[src/rtl/fwd_hazard_ctrl.sv]
// -----------------------------------------------------------------------------
// fwd_hazard_ctrl
//
// Producer side of the pipeline forwarding path. Keeps a shadow pipeline of
// destination tags (destination register, cycles-until-ready, result source)
// for the E, M and W stages. Compares those tags against the source registers
// held in D, E and M to produce every Forward_Sel code for the bypass muxes,
// plus the D-stage stall.
//
// Ports
//   clk        in  1  clock, all state on rising edge
//   rst_n      in  1  asynchronous, active-low reset
//   rs_D       in  5  D-stage rs index
//   rt_D       in  5  D-stage rt index
//   use_rs_D   in  1  D instruction reads rs
//   use_rt_D   in  1  D instruction reads rt
//   tuse_rs_D  in  2  cycles until rs is consumed (0=D, 1=E, 2=M)
//   tuse_rt_D  in  2  cycles until rt is consumed
//   a3_D       in  5  D instruction destination register (0 = none)
//   tnew_D     in  2  cycles after entering E until the result exists
//   src_D      in  2  result source: 0=ALU, 1=LINK (PC+8), 2=MEM
//   stall      out 1  hold PC/IF-ID, insert a bubble into E
//   fsel_rs_D  out 3  Forward_Sel, D-stage rs mux (branch compare)
//   fsel_rt_D  out 3  Forward_Sel, D-stage rt mux
//   fsel_rs_E  out 3  Forward_Sel, E-stage ALU A mux
//   fsel_rt_E  out 3  Forward_Sel, E-stage ALU B / store-data mux
//   fsel_rt_M  out 3  Forward_Sel, M-stage store-data mux (mf_wd or mf_rd)
//
// Forward_Sel codes: 0=mf_rd, 1=mf_pc4e, 2=mf_ao, 3=mf_pc4m, 4=mf_wd.
// -----------------------------------------------------------------------------
module fwd_hazard_ctrl (
    input  logic       clk,
    input  logic       rst_n,
    input  logic [4:0] rs_D,
    input  logic [4:0] rt_D,
    input  logic       use_rs_D,
    input  logic       use_rt_D,
    input  logic [1:0] tuse_rs_D,
    input  logic [1:0] tuse_rt_D,
    input  logic [4:0] a3_D,
    input  logic [1:0] tnew_D,
    input  logic [1:0] src_D,
    output logic       stall,
    output logic [2:0] fsel_rs_D,
    output logic [2:0] fsel_rt_D,
    output logic [2:0] fsel_rs_E,
    output logic [2:0] fsel_rt_E,
    output logic [2:0] fsel_rt_M
);

    localparam logic [2:0] MF_RD   = 3'd0;
    localparam logic [2:0] MF_PC4E = 3'd1;
    localparam logic [2:0] MF_AO   = 3'd2;
    localparam logic [2:0] MF_PC4M = 3'd3;
    localparam logic [2:0] MF_WD   = 3'd4;

    localparam logic [1:0] SRC_ALU  = 2'd0;
    localparam logic [1:0] SRC_LINK = 2'd1;

    // Shadow tag pipeline
    logic       vld_e, vld_m, vld_w;
    logic [4:0] a3_e, a3_m, a3_w;
    logic [1:0] tnew_e, tnew_m, tnew_w;
    logic [1:0] src_e, src_m;
    logic [4:0] rs_e, rt_e, rt_m;
    // The W-stage source is not tracked: the W mux input is already the
    // final writeback value, whatever produced it.

    function automatic logic [1:0] dec_sat(input logic [1:0] t);
        return (t == 2'd0) ? 2'd0 : t - 2'd1;
    endfunction

    // A tag matches only when valid, non-zero and equal; $0 never matches.
    function automatic logic hit(input logic v, input logic [4:0] a,
                                 input logic [4:0] r);
        return v && (a != 5'd0) && (a == r);
    endfunction

    // Youngest matching producer decides. A young match that is not ready
    // yet blocks older ones and leaves the select at mf_rd.
    function automatic logic [2:0] sel_for(input logic [4:0] r,
                                           input logic search_e,
                                           input logic search_m);
        logic [2:0] s;
        s = MF_RD;
        if (search_e && hit(vld_e, a3_e, r)) begin
            if (tnew_e == 2'd0 && src_e == SRC_LINK) s = MF_PC4E;
        end else if (search_m && hit(vld_m, a3_m, r)) begin
            if (tnew_m == 2'd0) begin
                if (src_m == SRC_ALU)       s = MF_AO;
                else if (src_m == SRC_LINK) s = MF_PC4M;
            end
        end else if (hit(vld_w, a3_w, r) && tnew_w == 2'd0) begin
            s = MF_WD;
        end
        return s;
    endfunction

    // Hazard when the youngest matching producer will not have its value
    // by the time the consumer needs it. W is always ready.
    function automatic logic hz(input logic [4:0] r, input logic [1:0] t);
        logic h;
        h = 1'b0;
        if (hit(vld_e, a3_e, r))      h = (tnew_e > t);
        else if (hit(vld_m, a3_m, r)) h = (tnew_m > t);
        return h;
    endfunction

    assign stall = (use_rs_D && hz(rs_D, tuse_rs_D)) ||
                   (use_rt_D && hz(rt_D, tuse_rt_D));

    assign fsel_rs_D = sel_for(rs_D, 1'b1, 1'b1);
    assign fsel_rt_D = sel_for(rt_D, 1'b1, 1'b1);
    assign fsel_rs_E = sel_for(rs_e, 1'b0, 1'b1);
    assign fsel_rt_E = sel_for(rt_e, 1'b0, 1'b1);
    assign fsel_rt_M = sel_for(rt_m, 1'b0, 1'b0);

    always_ff @(posedge clk or negedge rst_n) begin
        if (!rst_n) begin
            vld_e  <= 1'b0;
            a3_e   <= 5'd0;
            tnew_e <= 2'd0;
            src_e  <= 2'd0;
            rs_e   <= 5'd0;
            rt_e   <= 5'd0;
            vld_m  <= 1'b0;
            a3_m   <= 5'd0;
            tnew_m <= 2'd0;
            src_m  <= 2'd0;
            rt_m   <= 5'd0;
            vld_w  <= 1'b0;
            a3_w   <= 5'd0;
            tnew_w <= 2'd0;
        end else begin
            if (stall) begin
                // D holds; E receives a bubble that can never match.
                vld_e  <= 1'b0;
                a3_e   <= 5'd0;
                tnew_e <= 2'd0;
                src_e  <= 2'd0;
                rs_e   <= 5'd0;
                rt_e   <= 5'd0;
            end else begin
                vld_e  <= 1'b1;
                a3_e   <= a3_D;
                tnew_e <= tnew_D;
                src_e  <= src_D;
                rs_e   <= rs_D;
                rt_e   <= rt_D;
            end
            // M and W always advance.
            vld_m  <= vld_e;
            a3_m   <= a3_e;
            tnew_m <= dec_sat(tnew_e);
            src_m  <= src_e;
            rt_m   <= rt_e;
            vld_w  <= vld_m;
            a3_w   <= a3_m;
            tnew_w <= dec_sat(tnew_m);
        end
    end

endmodule

[config.mk]
export PLATFORM = sky130hd
export DESIGN_NAME = fwd_hazard_ctrl
export DESIGN_NICKNAME = d
export VERILOG_FILES = /design/src/rtl/fwd_hazard_ctrl.sv
export SDC_FILE = /design/constraint.sdc
export NUM_CORES = 1
export LEC_CHECK = 0
export ABC_AREA = 1
export CAP_MARGIN = 40
export CORE_AREA = 2 2 76 78
export DETAILED_ROUTE_END_ITERATION = 10
export DIE_AREA = 0 0 78 80
export PLACE_DENSITY = 0.75
export SYNTH_ARGS = -nofsm -noshare
export SYNTH_HDL_FRONTEND = slang
export SYNTH_SLANG_ARGS = --single-unit
[constraint.sdc]
create_clock -name clk -period 1.6 [get_ports clk]
set_input_delay 0.32 -clock clk [delete_from_list [all_inputs] [get_ports clk]]
set_output_delay 0.32 -clock clk [all_outputs]
set_load 0.02 [all_outputs]
## Word-level counts from Yosys, hierarchy flattened

Index checks and enable logic that the tools add are counted.

| storage, ports and cells | value |
|---|---|
| latch bits | 0 |
| input port bits | 27 |
| logic and storage cells | 90 |
| RAM bits | 0 |
| output and inout port bits | 16 |
| memories | 0 |
| memory bits (read-only) | 0 |
| register bits after elaboration | 43 |

| operators by class | value |
|---|---|
| muxes and demuxes | 27 |
| eq/ne operators | 13 |
| divide/modulo/power cells | 0 |
| bitwise operators | 0 |
| order comparisons | 4 |
| $mul | 0 |
| reduce and logical (&&, ||, !) cells | 30 |
| shifts and indexed selects | 0 |
| add/sub/neg operators | 2 |

Operators by type and width:

| operator | count |
|---|---|
| == test 5 bit | 11 |
| two-way mux 3 bit | 13 |
| logical AND 1 bit | 22 |
| two-way mux 5 bit | 3 |
| nonzero test 5 bit | 3 |
| two-way mux 2 bit | 5 |
| > comparator 2 bit | 4 |
| logical NOT 2 bit | 4 |
| two-way mux 1 bit | 6 |
| == test 2 x 1 -> 1 bit (second input constant) | 2 |
| subtractor 2 x 1 -> 2 bit (second input constant) | 2 |
| logical OR 1 bit | 1 |

## Logic depth before layout (Yosys ltp)

Gate-level depths: netlist (run 1).

| logic depth | value |
|---|---|
| depth in word-level cells | 8 |
| mapped depth | 12 |
| depth with buffers taken out | 11 |

## Worst setup path after synthesis (run 1)

No wires, ideal clock.

| timing path | value |
|---|---|
| path type | flip-flop to output port |
| from | reg a3_m[0] |
| to | out fsel_rs_D[0] |
| setup slack | -0.281 ns |
| arrival | 1.561 ns |
| stages on the path, launching flop included | 10 |
| path through | dfrtp_1 > buf_6 > xnor2_1 > nand2_1 > nor2_1 > and3_1 > nand2_1 > nor2_1 > nand2_1 > nand2_1 |

| between the ends | value |
|---|---|
| word-level cells in the longest chain between the ends | 5 |

RTL lines:

| what | line | RTL |
|---|---|---|
| start: declaration | 62 | `logic [4:0] a3_e, a3_m, a3_w;` |
| start signal: assignment | 127 | `a3_m <= 5'd0;` |
| start signal: assignment | 153 | `a3_m <= a3_e;` |
| nonzero test 5 bit | n/a |  |
| logical AND 1 bit | n/a |  |
| logical AND 1 bit * | 76 | `return v && (a != 5'd0) && (a == r);` |
| two-way mux 3 bit * | 88 | `end else if (search_m && hit(vld_m, a3_m, r)) begin` |
| two-way mux 3 bit * | 86 | `if (search_e && hit(vld_e, a3_e, r)) begin` |
| end: declaration | 44 | `output logic [2:0] fsel_rs_D,` |

Mark *: on every way between the ends. The rest lies on a longest branch, timed or not.

## Worst setup path after layout (run 1)

| timing path | value |
|---|---|
| from | reg a3_m[1] |
| to | out fsel_rs_D[0] |

Same word-level chain as after synthesis.

==> results of run 1 <==
[cell usage after synthesis (all sizes together)]
master	instances	area [sq um]
conb	1	3.75
a211oi	1	7.51
xnor2	12	105
inv	50	188
buf	12	98.8
dfrtp	43	1080
o22ai	1	6.26
nand2	48	185
and3	2	12.5
nand4	5	31.3
a21oi	10	50.1
nor3	9	60.1
nand3	15	85.1
ha	8	100
nor4	5	31.3
or2	2	12.5
o21ai	6	30.0
xor2	26	228
nor2	43	211
[cell usage in the layout, fill, tap and decap left out, drive strengths merged, types with 6 or more instances in the layout]
cell type,Yosys,final
dlygate4sd2,0,10
xor2,26,26
dfrtp,43,43
nand3,15,15
ha,8,8
o21ai,6,6
nor2,43,43
xnor2,12,12
inv,50,50
nor3,9,9
clkdlybuf4s50,0,13
a21oi,10,10
nand2,48,48
buf,12,88
[cells by family (layout without fill, tap and decap cells)]
kind of cell | after synthesis | after routing
AND/OR/NAND/NOR | 129 | 129
buffers and inverters | 62 | 172
flip-flops | 43 | 43
XOR/XNOR | 38 | 38
AO/OA/AOI/OAI | 18 | 18
adder cells (fa/ha/maj) | 8 | 8
other | 1 | 2
[worst min path at each step]
stage                   from       end  slack, ps  depth (start not counted)
global placement       rst_n   a3_m[0]        310                          2
finish              src_e[0]  src_m[0]        380                          0
detailed placement     rst_n   a3_e[0]        320                          2
global route        src_e[0]  src_m[0]        390                          0
floorplan              rst_n   a3_e[0]         20                          0
CTS                 src_e[0]  src_m[0]        390                          0
[routing by layer]
layer  vias to the layer above  wire [um]  GRT usage [%]  part of all wire [%]
met5                         -          0              0                     0
met4                         0        186           9.65                   2.4
met3                        19        325           4.52                   4.2
met2                        75       4160           43.2                    54
met1                      1154       3060           26.7                    40
li1                       1136          -              -                     -
[metrics by stage]
stage	TNS (ps)	util [%]	setup slack, ps	area [sq um]
floorplan	-519	-	-91.5	2580
global placement	-21740	62.5	-987	3380
detailed placement	-22780	62.5	-1020	3380
CTS	-14120	71.3	-522	3850
global route	-16160	75.5	-688	4080
finish	-13980	75.5	-629	4080
[registers in the layout (all words and copies together) (netlist names)]
signal	flops
vld_w	1
tnew_w	2
src_m	2
a3_m	5
tnew_e	2
rt_m	5
vld_m	1
tnew_m	2
vld_e	1
rs_e	5
a3_e	5
a3_w	5
rt_e	5
src_e	2
[what timing repair did]
item                                    CTS  global route
setup buffers                            10            10
endpoints found under the setup margin   34            34
cloned                                    3             0
endpoints found under the hold margin    43             0
gates resized for setup                 139            58
pin swaps                                29            22
hold buffers                              1             0
[critical path, delay by kind of cell (launching register included)]
family,cells,cell delay [ps]
DFF,1,470
and+or+nand+nor,8,760
buffers and inverters,3,360
[cell type report]
class | count | area share [%]
repair buffers | 114 | 26.2
flip-flops and latches | 43 | 26.7
inverters | 50 | 4.66
clock inverters | 3 | 1.07
multi-input cells | 195 | 37.4
well taps | 72 | 2.21
clock buffers | 5 | 1.69
[power breakdown]
group | internal, mW | switching (mW) | total [mW]
registers | 1.17 | 0.0938 | 1.26
clock network | 0.465 | 0.412 | 0.877
logic | 0.449 | 0.450 | 0.899
total | 2.08 | 0.956 | 3.04
==> results.yml, run 1 <==
placement:
  gp_congestion: 0.916
  port_buffers: 40
  placed_cells: 454
  hpwlAfterDp_um: 4670
timing:
  period_share_pct: 139
  setup_ws_ps: -629
  setup_violations: 34
  fin_crit_ps: 2230
  whs_ps: 381
  rsz0062_at_grt: "true"
  fmax_ghz: 0.449
  maxSlewViolCount: 0
  skew_ps: 7.97
  final-hold-violation-count: 0
die:
  die_area_sq_mm: 0.00624
  pin_count: 43
  start_util_pct: 46.7
  fp.dieH_um: 80
  die_w_um: 78
  rows: 27
  coreArea_sq_mm: 0.00541
synth:
  synth_xor_area_share_pct: 13.2
  synthAdderAreaFrac_pct: 3.97
  synth_area_sq_mm: 0.00252
  synth_cell_types: 26
  syn_inst: 299
  synth.avg_cell_area_sq_um: 8.44
  yosysSeqAreaShare_pct: 42.7
  synth_compound_area_share_pct: 3.72
  synth_top_family_by_area: "simple AND/OR/NAND/NOR gates"
  ys_seq_elements: 43
  yosys_warnings: 0
  muxShareOfSynthArea_pct: 0
  synthSimpleGateAreaFrac_pct: 25.0
detailed_routing:
  vias: 2384
  route.detailed.wl_per_inst_um: 16.0
  dr.pass1.iters: 5
  drt-initial-drc-count: 151
  drcViolationCount: 0
  drtAntennaViolNets: 0
  wirelength_um: 7730
  vias_per_cell: 4.95
cells_and_area:
  nFillCells: 349
  multi_input_comb_area_sq_mm: 0.00153
  seq_area_sq_mm: 0.00109
  drive_gt1_share_pct: 50.0
  n_antenna_cell: 0
  syn2layout_area_growth_pct: 61.8
  fin_cells: 482
  final_nets: 444
grt:
  overflow: 0
  antenna_found_initial: 0
  grt_max_degree: 44
  grt_usage_pct: 23.5
  grt_pass1_vias: 2397
  grt_pass1_wl_um: 11000
clock_tree:
  cts_buffers: 5
  clkLatencyLatePin_ps: 310
  clk_path_buf_depth: 2
  clkTransAtPathRegs_ps: 90
  cts_root_buf: "clkbuf_8"
  htree_levels: 2
  tritoncts: "built"
  cts.sinks: 43
setup_path:
  crit_required_ps: 1280
  startpoint_type: "flip-flop"
  slowest_stage: "dfrtp_2"
  crit_chain: "buf_4 -> nor2_1 -> nand3_1 -> nand2_2 -> inv_2 -> and3_4 -> nand2_2 -> nor2_4 -> nand2_1 -> nand2_2 -> buf_6"
  worstSetupStartpoint: "a3_m[1]"
  worstReg2RegStart: "a3_m[1]"
  worstPathMaxFanout: 5
  endpoint_kind: "output pin"
  cp_common_cell: "nand2_2"
  reg2reg_to: "src_e[1]"
  critPathKind: "reg2out"
  r2r_slack_ps: -350
  endpoint: "fsel_rs_D[0]"
  crit_path_max_incr_delay_ps: 470
  r2r_cells: 13
  worstPathArrival_ps: 1910
power:
  p_per_area_mw_per_mm2: 744
  vdd.ir_drop.worst_mv: 0.694
  power.leakage_nw: 1.98
  finalPower_mw: 3.04
worst_hold_path:
  hold_class: "reg2reg"
outcome:
  status: "complete, but fails checks"
  violations: "setup timing"
run:
  maxCapViolations: 0
No activity file was read; power rests on OpenSTA's default activity.
==> inputs of run 2 (changes only) <==
ABC_AREA = default   (was 1)
==> run 2 against run 1 <==
Effect of this change: the flow still finishes with violations (setup timing); clock skew decreased by 1.4 ps; worst setup slack worse by 460 ps; critical endpoint is now stall; sequential power is 4% lower; utilization decreased by 3.7 points; critical path type unchanged.
==> results.yml, run 2 <==
outcome:
  status: "complete, but fails checks"
  violations: "setup timing"
setup_path:
  endpoint_kind: "output pin"
  cp.depth: 7
  crit_chain: "or4_4 -> o21a_4 -> nand4_1 -> buf_4 -> nor4_4 -> or3_4 -> buf_6"
  slowest_stage: "or4_4"
  worst-path-buf-inv: 2
  critPathKind: "reg2out"
  worstPathMaxFanout: 3
  r2r_cells: 8
  crit_required_ps: 1280
  r2r_slack_ps: -680
  worstPathArrival_ps: 2370
  crit_family: "simple AND/OR/NAND/NOR gates"
  startpoint_type: "flip-flop"
  crit_path_max_incr_delay_ps: 570
timing:
  fin_tns_setup_ps: -24010
  skew_ps: 6.57
  maxSlewViolCount: 0
  rsz0062_at_grt: "true"
  period_share_pct: 168
  final-hold-violation-count: 0
  setup_ws_ps: -1090
  fmax_ghz: 0.372
  setup_violations: 34
  fin_crit_ps: 2690
placement:
  port_buffers: 40
  hpwlAfterDp_um: 4730
  gp_congestion: 0.835
  dpl_cell_area_sq_mm: 0.00343
  dp_slack_ps: -1380
die:
  pin_count: 43
  rows: 27
  die_w_um: 78
  die_area_sq_mm: 0.00624
  fp.dieH_um: 80
  coreArea_sq_mm: 0.00541
  start_util_pct: 46.3
clock_tree:
  cts.sinks: 43
  cts_root_buf: "clkbuf_8"
  clkTransAtPathRegs_ps: 90
  tritoncts: "built"
  htree_levels: 2
  clk_path_buf_depth: 2
  cts_buffers: 5
  clkLatencyLatePin_ps: 310
synth:
  yosys.area.top_type_share_pct: 43.0
  syn_inst: 219
  yosys_warnings: 0
  synth_edf_count: 0
  synth_top_cells_by_count: "dfrtp_1, xor2_1, xnor2_1, nor4b_2"
  ys_seq_elements: 43
  ys_async_sr_fraction_pct: 100
  synth_cell_types: 35
  synth.avg_cell_area_sq_um: 11.4
  yosysTopAreaCell: "dfrtp_1"
  synthFlopType: "dfrtp_1"
  yosysMostFrequentCell: "dfrtp_1"
  synthTopCellsByArea: "dfrtp_1, nor4b_2, xor2_1, xnor2_1, ha_1"
  yosysSeqAreaShare_pct: 43.0
  synth_area_sq_mm: 0.00250
cells_and_area:
  n_antenna_cell: 0
  syn2layout_area_growth_pct: 55.2
  final_cell_mix: "buf_4, dfrtp_1, xor2_1"
  final_nets: 351
  multi_input_comb_area_sq_mm: 0.00158
  final_core_util_pct: 71.8
  layout_commonest_cell: "buf_4"
  finalInstanceArea_sq_mm: 0.00388
  nFillCells: 366
  drive_gt1_share_pct: 44.5
  seq_area_sq_mm: 0.00108
power:
  vdd.ir_drop.worst_mv: 0.415
  power.leakage_nw: 1.67
  clkPwrFrac_pct: 27.1
  p_sw_mw: 0.802
  power.share.sequential_pct: 45.3
  finalPower_mw: 2.66
  combPwrFrac_pct: 27.6
  switching_share_pct: 30.1
  p_per_area_mw_per_mm2: 686
  p_int_mw: 1.86
grt:
  grt_usage_pct: 22.9
  grt_max_degree: 25
  antenna_found_initial: 0
  overflow: 0
  grt_pass1_vias: 2120
  grt_pass1_wl_um: 10600
detailed_routing:
  vias: 2054
  route.detailed.wl_per_inst_um: 18.4
  dr.pass1.iters: 4
  drcViolationCount: 0
  vias_per_cell: 5.28
  drt-initial-drc-count: 84
  drtAntennaViolNets: 0
  wirelength_um: 7150
worst_hold_path:
  whs_path_depth: 0
  hold_class: "reg2reg"
run:
  maxCapViolations: 0
==> run 2: cell count changes after synthesis, moves of 5 or more <==
cell,delta
clkbuf_1,+7
a21oi_1,-8
nor2_1,-14
inv_1,-36
nor2_2,-20
nand3_1,-9
nor4b_2,+18
inv_2,-8
o21ai_0,-5
nand2_1,-37
xnor2_1,+13
==> run 2: power groups by stage <==
stage | clock (mW) | combinational, mW | sequential (mW)
floorplan | 0 | 0.346 | 1.22
global placement | 0 | 0.632 | 1.22
detailed placement | 0 | 0.649 | 1.22
CTS | 0.728 | 0.690 | 1.21
global route | 0.775 | 0.794 | 1.21
finish | 0.721 | 0.737 | 1.21
==> run 2: through the flow <==
stage / hold WS, ps / cells
global placement: 296 / 371
global route: 427 / 389
detailed placement: 304 / 371
finish: 420 / 389
floorplan: 24.4 / 220
CTS: 416 / 384
==> run 2: cell families (layout without fill, tap and decap cells) <==
kind of cell | count (synthesis) | count (layout) | synth area share (%)
AO/OA/AOI/OAI | 10 | 10 | 2.70
XOR/XNOR | 55 | 55 | 19.3
adder cells (fa/ha/maj) | 8 | 8 | 4.00
buffers and inverters | 24 | 121 | 5.25
flip-flops | 43 | 43 | 43.0
other | 1 | 2 | 0.150
AND/OR/NAND/NOR | 78 | 78 | 25.6
==> run 2: worst reg2reg max path: stages (launching register included) <==
cell,delay (ps)
dfrtp_1,400
or4_4,570
o21a_4,240
nand4_1,130
buf_4,160
nor4_4,40
buf_4,190
clkbuf_16,170
nor4b_2,280
==> run 2: cell type report <==
| type | count | area share (%) |
|---|---|---|
| Multi-Input combinational cell | 153 | 40.8 |
| Sequential cell | 43 | 27.7 |
| Timing Repair Buffer | 107 | 26.2 |
| Tap cell | 72 | 2.32 |
| Clock buffer | 5 | 1.77 |
| Clock inverter | 3 | 0.612 |
| Inverter | 6 | 0.580 |
==> run 2: routing by layer <==
layer,wire (um),up-vias,GRT usage (%)
met5,0,-,0
met4,201,0,7.72
met3,335,20,4.07
met2,3700,65,41.0
met1,2920,1016,27.9
li1,-,953,-
==> run 2: path summary, 6_finish.rpt <==
path                            end      from
max reg2reg                 rt_e[1]   a3_m[1]
min reg2reg                src_m[0]  src_e[0]
min                        src_m[0]  src_e[0]
min in group asynchronous   rt_m[3]     rst_n
max in group asynchronous   a3_e[0]     rst_n
max                           stall   a3_m[1]
==> run 2: what timing repair did <==
item | CTS | global route
endpoints found under the hold margin | 19 | 0
resized for setup | 96 | 28
pin swaps | 10 | 12
hold buffers | 1 | 0
setup endpoints to repair | 34 | 34
buffers inserted | 4 | 4
cloned | 0 | 3
==> inputs of run 3 (changes only) <==
ABC_AREA = 0   (was default)
ABC_CLOCK_PERIOD_IN_PS = 1600   (was default)
SETUP_SLACK_MARGIN = 0.3   (was default)
==> run 3 against run 2 <==
Effect of this change: the run still ends with setup timing left; critical path depth is the same; clock power about the same; maximum frequency hardly changed; sequential cell count unchanged; worst setup slack improved by 2.6 ps; global-route usage did not move; hold slack improved by 4.5 ps.
==> results.yml, run 3 (synthesis results as in run 2) <==
outcome:
  status: "complete, but fails checks"
  violations: "setup timing"
placement:
  hpwlAfterDp_um: 4730
  placed_cells: 371
  gp_congestion: 0.835
  port_buffers: 40
  dp_slack_ps: -1380
timing:
  final-hold-violation-count: 0
  setup_ws_ps: -1090
  period_share_pct: 168
  setup_violations: 34
  maxSlewViolCount: 0
  whs_ps: 425
  fin_crit_ps: 2690
  fin_tns_setup_ps: -24650
  fmax_ghz: 0.372
  skew_ps: 7.50
  rsz0062_at_grt: "true"
power:
  p_sw_mw: 0.806
  vdd.ir_drop.worst_mv: 0.414
  p_int_mw: 1.87
  power.leakage_nw: 1.68
  clkPwrFrac_pct: 27.0
  combPwrFrac_pct: 27.8
  switching_share_pct: 30.2
  p_per_area_mw_per_mm2: 684
  power.share.sequential_pct: 45.2
cells_and_area:
  fin_cells: 391
  layout_commonest_cell: "buf_4"
  final_cell_mix: "buf_4, dfrtp_1, xor2_1"
  seq_area_sq_mm: 0.00108
  final_nets: 353
  n_antenna_cell: 0
  drive_gt1_share_pct: 44.8
  nFillCells: 359
  multi_input_comb_area_sq_mm: 0.00158
  syn2layout_area_growth_pct: 56.1
setup_path:
  worstPathArrival_ps: 2370
  worstPathMaxFanout: 3
  startpoint_type: "flip-flop"
  worstReg2RegStart: "a3_m[1]"
  r2r_cells: 8
  worstSetupStartpoint: "a3_m[1]"
  crit_required_ps: 1280
  critPathKind: "reg2out"
  endpoint_kind: "output pin"
clock_tree:
  clk_path_buf_depth: 2
  cts_buffers: 5
  htree_levels: 2
  cts_root_buf: "clkbuf_8"
  cts.sinks: 43
  clkLatencyLatePin_ps: 310
  tritoncts: "built"
  clkTransAtPathRegs_ps: 90
die:
  start_util_pct: 46.3
  die_w_um: 78
  pin_count: 43
  rows: 27
  coreArea_sq_mm: 0.00541
  die_area_sq_mm: 0.00624
  fp.dieH_um: 80
grt:
  grt_usage_pct: 22.9
  antenna_found_initial: 0
  overflow: 0
  grt_pass1_vias: 2120
  grt_max_degree: 25
  grt_pass1_wl_um: 10600
run:
  maxCapViolations: 0
detailed_routing:
  vias: 2066
  wirelength_um: 7180
  drt-initial-drc-count: 76
  dr.pass1.iters: 4
  drcViolationCount: 0
  vias_per_cell: 5.28
  route.detailed.wl_per_inst_um: 18.4
  drtAntennaViolNets: 0
worst_hold_path:
  hold_class: "reg2reg"
  whs_path_depth: 0
  hold_start: "src_e[0]"
-- run 3: cell types whose count changed in the layout (fill, tap and decap cells not counted), sizes merged --
| cell | change |
|---|---|
| buf | +2 |
-- run 3: final cells by class --
cell class | count | area share (%)
multi-input combinational | 153 | 40.6
sequential | 43 | 27.6
tap | 72 | 2.31
timing repair buffer | 109 | 26.6
clock buffer | 5 | 1.76
inverter | 6 | 0.577
clock inverter | 3 | 0.609
-- run 3: through the flow --
step	power, mW	util, %	cell area (sq um)
2_1_floorplan	1.56	-	2620
3_3_place_gp	1.85	63.5	3430
3_5_place_dp	1.87	63.5	3430
4_1_cts	2.62	67.5	3650
5_1_grt	2.79	72.2	3910
6_report	2.67	72.2	3910
-- run 3: final timing paths --
| path | to | slack, ps |
|---|---|---|
| worst max-delay path | stall | -1090 |
| worst min-delay path | src_m[0] | 420 |
| worst max register to register | rt_e[1] | -680 |
| worst min register to register | src_m[0] | 420 |
| max in group asynchronous | a3_e[0] | 600 |
| min in group asynchronous | rt_m[3] | 490 |
-- run 3: critical path, cell delays in order, from the launching register on --
cell	delay, ps
dfrtp_1	400
or4_4	570
o21a_4	230
nand4_1	130
buf_4	160
nor4_4	40
or3_4	390
buf_6	140
-- run 3: power by group through the flow --
stage,clock network [mW],logic [mW],registers (mW)
2_1_floorplan,0,0.346,1.22
3_3_place_gp,0,0.632,1.22
3_5_place_dp,0,0.649,1.22
4_1_cts,0.728,0.690,1.21
5_1_grt,0.775,0.800,1.21
6_report,0.721,0.744,1.21
-- run 3: repair_timing --
action                     4_1_cts  5_1_grt
hold endpoints to repair        19        0
hold buffers                     1        0
resized for setup               96       30
setup endpoints to repair       34       34
buffers inserted                 4        4
pin swaps                       10       12
cloned                           0        3
-- run 3: routing by layer --
| metal | wire length (um) | global-route usage, % |
|---|---|---|
| met2 | 3740 | 41.0 |
| met4 | 195 | 7.72 |
| met3 | 296 | 4.07 |
| met1 | 2940 | 27.9 |
| met5 | 0 | 0 |
